`config.mk`:
```
export PLATFORM = sky130hd
export DESIGN_NAME = decode_stage
export DESIGN_NICKNAME = d
export VERILOG_FILES = /design/src/rtl/decode_stage.sv
export SDC_FILE = /design/constraint.sdc
export NUM_CORES = 2
export LEC_CHECK = 0
export ABC_AREA = 0
export ABC_CLOCK_PERIOD_IN_PS = 3900
export CAP_MARGIN = 15
export CORE_ASPECT_RATIO = 0.5
export CORE_MARGIN = 3
export CORE_UTILIZATION = 55
export CTS_BUF_LIST = sky130_fd_sc_hd__clkbuf_16
export DETAILED_ROUTE_END_ITERATION = 8
export HOLD_SLACK_MARGIN = 0.15
export PLACE_DENSITY = 0.7
export SYNTH_ARGS = -nofsm -noshare
export SYNTH_HDL_FRONTEND = slang
export SYNTH_SLANG_ARGS = --single-unit
```
`constraint.sdc`:
```
create_clock -name clk -period 3.9 [get_ports clk]
set_input_delay 0.585 -clock clk [delete_from_list [all_inputs] [get_ports clk]]
set_output_delay 0.585 -clock clk [all_outputs]
set_load 0.005 [all_outputs]
```
`src/rtl/decode_stage.sv`:
```
// rtl/decode_stage.sv - RISC-V style decode stage: register file, field/immediate decode, one-entry output hold
module decode_stage #(
    parameter int XLEN   = 32,
    parameter int NREG   = 32,
    parameter int BYPASS = 1
) (
    input  logic            clk,
    input  logic            reset,
    input  logic            in_valid,
    output logic            in_ready,
    input  logic [31:0]     inst,
    input  logic [XLEN-1:0] pc,
    input  logic            flush,
    input  logic            wb_en,
    input  logic [4:0]      wb_addr,
    input  logic [XLEN-1:0] wb_data,
    output logic            out_valid,
    input  logic            out_ready,
    output logic [XLEN-1:0] rs1_data,
    output logic [XLEN-1:0] rs2_data,
    output logic [XLEN-1:0] imm,
    output logic [6:0]      opcode,
    output logic [2:0]      func3,
    output logic [6:0]      func7,
    output logic [4:0]      rd,
    output logic [4:0]      rs1_addr,
    output logic [4:0]      rs2_addr,
    output logic [XLEN-1:0] pc_out,
    output logic            illegal
);

    localparam int AW = $clog2(NREG);

    logic [XLEN-1:0] regs [NREG];
    logic            wb_commit;
    logic            capture;
    logic [XLEN-1:0] rd1_val;
    logic [XLEN-1:0] rd2_val;
    logic [31:0]     imm32;
    logic            known;
    logic            use_rd;
    logic            use_rs1;
    logic            use_rs2;
    logic            reg_bad;
    logic            dec_illegal;

    assign wb_commit = wb_en && (wb_addr != 5'd0) && ({1'b0, wb_addr} < 6'(NREG));
    assign in_ready  = !out_valid || out_ready;
    assign capture   = in_valid && in_ready && !flush;

    function automatic logic [XLEN-1:0] read_reg(input logic [4:0] a);
        if (a == 5'd0 || !({1'b0, a} < 6'(NREG)))
            return '0;
        if (BYPASS != 0 && wb_commit && wb_addr == a)
            return wb_data;
        return regs[a[AW-1:0]];
    endfunction

    always_comb begin
        rd1_val = read_reg(inst[19:15]);
        rd2_val = read_reg(inst[24:20]);
    end

    always_comb begin
        imm32   = '0;
        known   = 1'b1;
        use_rd  = 1'b0;
        use_rs1 = 1'b0;
        use_rs2 = 1'b0;
        case (inst[6:0])
            7'b0010011, 7'b0000011, 7'b1100111, 7'b1110011: begin
                imm32   = {{20{inst[31]}}, inst[31:20]};
                use_rd  = 1'b1;
                use_rs1 = 1'b1;
            end
            7'b0100011: begin
                imm32   = {{20{inst[31]}}, inst[31:25], inst[11:7]};
                use_rs1 = 1'b1;
                use_rs2 = 1'b1;
            end
            7'b1100011: begin
                imm32   = {{19{inst[31]}}, inst[31], inst[7], inst[30:25], inst[11:8], 1'b0};
                use_rs1 = 1'b1;
                use_rs2 = 1'b1;
            end
            7'b0110111, 7'b0010111: begin
                imm32  = {inst[31:12], 12'b0};
                use_rd = 1'b1;
            end
            7'b1101111: begin
                imm32  = {{11{inst[31]}}, inst[31], inst[19:12], inst[20], inst[30:21], 1'b0};
                use_rd = 1'b1;
            end
            7'b0110011: begin
                use_rd  = 1'b1;
                use_rs1 = 1'b1;
                use_rs2 = 1'b1;
            end
            default: known = 1'b0;
        endcase
        // Only RV32E-sized files reject the upper half of the register namespace.
        reg_bad = (NREG == 16) &&
                  ((use_rd && inst[11]) || (use_rs1 && inst[19]) || (use_rs2 && inst[24]));
        dec_illegal = (inst[1:0] != 2'b11) || !known || reg_bad;
    end

    always_ff @(posedge clk or negedge reset) begin
        if (!reset) begin
            for (int i = 0; i < NREG; i++)
                regs[i] <= '0;
        end else if (wb_commit) begin
            regs[wb_addr[AW-1:0]] <= wb_data;
        end
    end

    always_ff @(posedge clk or negedge reset) begin
        if (!reset) begin
            out_valid <= 1'b0;
            rs1_data  <= '0;
            rs2_data  <= '0;
            imm       <= '0;
            opcode    <= '0;
            func3     <= '0;
            func7     <= '0;
            rd        <= '0;
            rs1_addr  <= '0;
            rs2_addr  <= '0;
            pc_out    <= '0;
            illegal   <= 1'b0;
        end else if (flush) begin
            out_valid <= 1'b0;
        end else if (capture) begin
            out_valid <= 1'b1;
            rs1_data  <= rd1_val;
            rs2_data  <= rd2_val;
            imm       <= XLEN'($signed(imm32));
            opcode    <= inst[6:0];
            func3     <= inst[14:12];
            func7     <= inst[31:25];
            rd        <= inst[11:7];
            rs1_addr  <= inst[19:15];
            rs2_addr  <= inst[24:20];
            pc_out    <= pc;
            illegal   <= dec_illegal;
        end else if (out_valid && out_ready) begin
            out_valid <= 1'b0;
        end else if (out_valid) begin
            // A stalled bundle must not go stale when its sources are rewritten.
            if (wb_commit && wb_addr == rs1_addr)
                rs1_data <= wb_data;
            if (wb_commit && wb_addr == rs2_addr)
                rs2_data <= wb_data;
        end
    end

endmodule
```
# Word-level counts from Yosys, hierarchy flattened
# Index checks and enable logic that the tools add are counted.
[word_totals]
reg_bits = 1186
word_cells = 131
[classes]
magnitude_cmp = 4
eq_ne = 16
n_mux = 36
bitwise_logic = 4
n_reduce_logical = 27
[op_table]
columns = ["op", "n"]
rows = [
  ["1024-bit bitwise mux", 1],
  ["32-bit two-way mux", 21],
  ["32-bit binary-select mux with 5-bit select", 2],
  ["32-bit demux with 5-bit select", 1],
  ["32-bit case mux with 5 select lines", 1],
  ["7-bit equality test, second input constant", 4],
  ["7-bit by 6-bit equality test with 1-bit output, second input constant", 3],
  ["5-bit equality test", 4],
  ["6-bit greater-or-equal comparator, second input constant", 3],
  ["5-bit NOT with 6-bit output", 3],
  ["7-bit by 5-bit equality test with 1-bit output, second input constant", 2],
  ["5-bit zero test", 2],
  ["1-bit two-way mux", 10],
  ["10-bit OR reduction", 1],
  ["1-bit logical AND", 9],
  ["4-bit AND reduction", 2],
  ["7-bit by 2-bit equality test with 1-bit output, second input constant", 1],
  ["6-bit by 1-bit less-than comparator with 1-bit output, second input constant", 1],
  ["2-bit nonzero test", 3],
  ["5-bit nonzero test", 1],
  ["2-bit != test, second input constant", 2],
  ["4-bit OR reduction", 1],
  ["1-bit zero test", 3],
  ["3-bit nonzero test", 1],
  ["4 further kinds", 5],
]

# Longest topological paths before layout
[logic_depth]
ltp_word = 8
mapped_depth = 11
depth_no_buf = 7

# Least setup slack after synthesis
# OpenSTA, ideal clock, no wires.
[synth_timing]
kind = "input-to-reg"
startpoint = "in inst[20]"
endpoint = "reg rs2_data[3]"
setup_time_ns = 0.132
arrival_ns = 2.316
slack_ns = 1.452
stages = 9
path_buffers = 4
cell_sequence = "buf_2 > buf_6 > buf_6 > buf_2 > mux4_2 > mux2i_1 > nor3_1 > a211oi_1 > o22ai_1"
[synth_via]
elab_chain_len = 7
[synth_lines]
columns = ["element", "line_no", "source"]
rows = [
  ["from (decl)", "11", "input logic [31:0] inst,"],
  ["5-bit NOT with 6-bit output (implied by the code) or 5-bit equality test (tied branches)", "56, 54", ""],
  ["32-bit binary-select mux with 5-bit select or 1-bit logical AND (tied branches)", "56, 54", ""],
  ["32-bit two-way mux (implied by the code) or 1-bit two-way mux (tied branches) (2 in a row)", "56, 54", ""],
  ["32-bit two-way mux", "56", "return regs[a[AW-1:0]];"],
  ["32-bit two-way mux (*)", "54", "if (BYPASS != 0 && wb_commit && wb_addr == a)"],
  ["32-bit two-way mux (*)", "132", "end else if (capture) begin"],
  ["to (signal assigned)", "135", "rs2_data <= rd2_val;"],
  ["to (signal assigned)", "152", "rs2_data <= wb_data;"],
  ["to (decl)", "20", "output logic [XLEN-1:0] rs2_data,"],
]
# Mark *: on every way between the ends. The rest lies on a longest branch, timed or not. The select of a mux whose other input is x is not followed.
# A chain may end at the register's enable or synchronous reset.

# Worst setup path after layout
[layout_timing]
startpoint = "reg out_valid"
endpoint = "out in_ready"
[layout_via]
elab_chain_len = 2
[layout_lines]
columns = ["element", "line_no", "source"]
rows = [
  ["from (decl)", "17", "output logic out_valid,"],
  ["from (signal assigned)", "118", "out_valid <= 1'b0;"],
  ["from (signal assigned)", "131", "out_valid <= 1'b0;"],
  ["from (signal assigned)", "133", "out_valid <= 1'b1;"],
  ["1-bit zero test", "48", "assign in_ready = !out_valid || out_ready;"],
  ["1-bit logical OR", "48", ""],
  ["to (decl)", "10", "output logic in_ready,"],
]
# No other way between the ends.

==> flow_metrics.py <==
metrics = {
    "synth": {
        "synthTopCellsByCount": "1186 x dfrtp_1, 989 x mux2_2, 508 x mux4_2, 251 x nand2_1, 244 x clkbuf_1",
        "ys.flop_type": "dfrtp_1",
        "synth_area_um2": 61080,
        "synth_cell_type_count": 55,
        "syn-num-nets": 4326,
        "async_reset_ff_frac": 1.000,
        "seq_area_frac_synth": 0.4859,
        "synth_edf_count": 0,
        "syn_area_per_cell_um2": 14.48,
        "ys_warn_count": 0,
        "yosysTopAreaCell": "dfrtp_1",
        "synthTopCellsByArea": "dfrtp_1 49%, mux4_2 19%, mux2_2 18%, mux2i_1 2.6%, nand2_1 1.5%",
        "ys_ff_latch": 1186,
        "synth_top_area_frac": 0.4859,
        "yosysMostFrequentCell": "dfrtp_1",
        "syn_inst": 4219,
    },
    "critical_path": {
        "crit_buf_inv": 2,
        "path_delay_family": "buffers and inverters",
        "critical-path-slowest-cell": "clkdlybuf4s50_1",
        "max_stage_delay_ps": 570,
        "start_kind": "register",
        "path_class": "register to output pin",
        "cp.arrival_ps": 2320,
        "r2r-end": "rs2_data[28]",
        "reg2reg_from": "out_valid",
        "worstPathCellList": "nor2b_1, inv_1, clkdlybuf4s50_1",
        "rrSetupSlack_ps": 1030,
        "cp-end-kind": "output pin",
        "crit_required_ps": 3310,
        "r2r_cells": 6,
        "cp_max_fo": 5,
    },
    "routing": {
        "drt_pre_antenna_iters": 6,
        "drcViolationCount": 0,
        "wl_mm": 195.1,
        "ant_nets": 0,
        "vias_per_cell": 7.015,
        "drtIter0Drc": 4566,
        "vias": 41340,
        "wl_per_cell_um": 33.09,
    },
    "timing": {
        "setup_viol": 0,
        "hold_viol": 0,
        "period_minus_slack_ps": 2903,
        "finalCritPeriodShare": 0.7443,
        "fin_ws_ps": 997.3,
        "setup_tns_ps": 0,
        "max_freq_mhz": 344.5,
        "worst_slew_pin_slew_ps": 1208,
        "whs_ps": 231.0,
        "maxSlewViolCount": 0,
        "rsz0062_at_grt": "no",
        "worst_clock_skew_ps": 25.95,
        "slew_headroom": 0.1922,
    },
    "cts": {
        "clock-sinks": 1186,
        "cts_max_level": 3,
        "clockBufferDepth": 3,
        "cts_hold_buf": 1,
        "cts_resized": 0,
        "postCtsSetupRepairBufs": 0,
        "cts_tree": "done",
        "clk_pin_slew_ps": 70,
        "clock_latency_ps": 740,
        "cts_buffers": 108,
        "clockRootBuffer": "clkbuf_16",
    },
    "pwr": {
        "finalPower_w": 0.03438,
        "switchingPower_w": 0.009545,
        "cellPowerDensity_nw_per_um2": 492.4,
        "ir_drop_v": 0.0003388,
        "comb_power_share": 0.212,
        "clock_power_share": 0.313,
        "p_int_w": 0.02484,
        "sequentialPowerShare": 0.475,
        "switching_share": 0.2776,
        "p_leak_nw": 30.03,
    },
    "hold_path": {
        "hold_class": "primary input to register",
        "hold_start": "inst[21]",
        "hold_depth": 3,
        "hold_end": "rs2_addr[1]",
    },
    "grt": {
        "grt_pass1_vias": 41700,
        "grtUsageMet3": 0.09865,
        "antenna_found_initial": 3,
        "use_met2": 0.4951,
        "grt.overflow.total": 0,
        "grtUsageMet1": 0.4890,
        "grt-busiest-layer": "met2",
        "track_usage": 0.3374,
        "grt_pass1_wl_mm": 287.5,
        "grt_max_degree": 105,
    },
    "floorplanning": {
        "ios": 270,
        "start_util": 0.5608,
        "fp.dieW_um": 477.3,
        "core_um2": 108900,
        "rows": 85,
        "die_h_um": 241.6,
        "dieArea_um2": 115300,
    },
    "placed_design": {
        "routabilityCongestion": 0.8863,
        "dp_slack_ps": 399.4,
        "dp_hpwl_mm": 118.9,
        "portBuffers": 269,
    },
    "finish": {
        "syn_to_final_growth_pct": 14.31,
        "fillCellCount": 7902,
        "layout-drive-gt1-share": 0.4320,
        "final_net_count": 4437,
    },
    "run_status": {
        "status": "completed",
    },
    "flow_run": {
        "max-cap-violations": 0,
    },
}
-- power by group through the flow --
stage | sequential [W] | combinational [W] | clock (W)
finish | 0.0163 | 0.00729 | 0.0108
global route | 0.0166 | 0.00780 | 0.0114
CTS | 0.0162 | 0.00724 | 0.0109
detailed placement | 0.0165 | 0.00721 | 0
global placement | 0.0163 | 0.00701 | 0
floorplan | 0.0158 | 0.00510 | 0
-- tightest hold or removal path, cell delays in order --
cell	delay, ps
buf_8	180
nand2_1	90
nand2_1	50
-- metrics by stage --
stage | utilization | area, µm² | std cells
5_1_grt | 0.6411 | 69810 | 5894
3_3_place_gp | 0.6052 | 65910 | 5679
6_report | 0.6411 | 69810 | 5894
3_5_place_dp | 0.6053 | 65920 | 5680
4_1_cts | 0.6372 | 69390 | 5875
2_1_floorplan | - | 61080 | 4219
-- per-layer routing --
metal | vias to the layer above | wire length [µm]
met1 | 22170 | 80610
met2 | 2420 | 86260
met4 | 2 | 6630
met3 | 401 | 21510
li1 | 16350 | -
met5 | - | 53
-- cell usage in the layout, fill, tap and decap left out, types with 38 or more instances in the layout --
master,synthesis,layout
a21oi_1,75,75
clkbuf_16,0,114
mux4_2,508,508
nand2_1,251,235
o22ai_1,97,97
mux2i_1,161,161
buf_4,21,120
mux2_2,989,989
nor2b_1,40,38
a221o_1,56,56
buf_12,0,57
nor2_1,140,121
dfrtp_1,1186,1186
clkdlybuf4s50_1,0,261
-- flip-flops by register name, indices dropped and copies added (netlist names), 5 cells and up --
signal,count
regs,1024
imm,32
pc_out,32
rs1_data,32
rs2_data,32
func7,7
opcode,7
rd,5
rs1_addr,5
rs2_addr,5
-- cell families (layout without fill, tap and decap cells) --
kind of cell           Yosys count  count (layout)  synth area share
AND/OR/NAND/NOR                485             485           0.03378
multiplexers                  1666            1666            0.3975
other                            0               1                 0
buffers and inverters          471             666           0.03380
AO/OA/AOI/OAI                  390             390           0.04595
XOR/XNOR                        21              21          0.003011
flip-flops                    1186            1186            0.4859
-- cell type report --
class                           instances  area [µm²]  share of cell area
Clock buffer                          110        2753             0.03943
Clock inverter                         84       703.2             0.01007
Sequential cell                      1186       29680              0.4251
Multi-Input combinational cell       2562       29590              0.4239
Inverter                                7       26.28           0.0003764
Tap cell                             1479        1851             0.02651
Timing Repair Buffer                  465        5206             0.07457
Antenna cell                            1       2.502          0.00003584
-- worst max path at each step --
stage | startpoint | endpoint | slack, ps | depth (start not counted)
6_report | out_valid | in_ready | 1000 | 3
5_1_grt | out_valid | in_ready | 830 | 3
4_1_cts | out_valid | in_ready | 930 | 3
3_5_place_dp | wb_addr[3] | rs2_data[23] | 400 | 8
3_3_place_gp | wb_addr[1] | rs1_data[26] | 450 | 9
2_1_floorplan | inst[20] | rs2_data[3] | 1450 | 9
(Power assumes the default switching activity.)
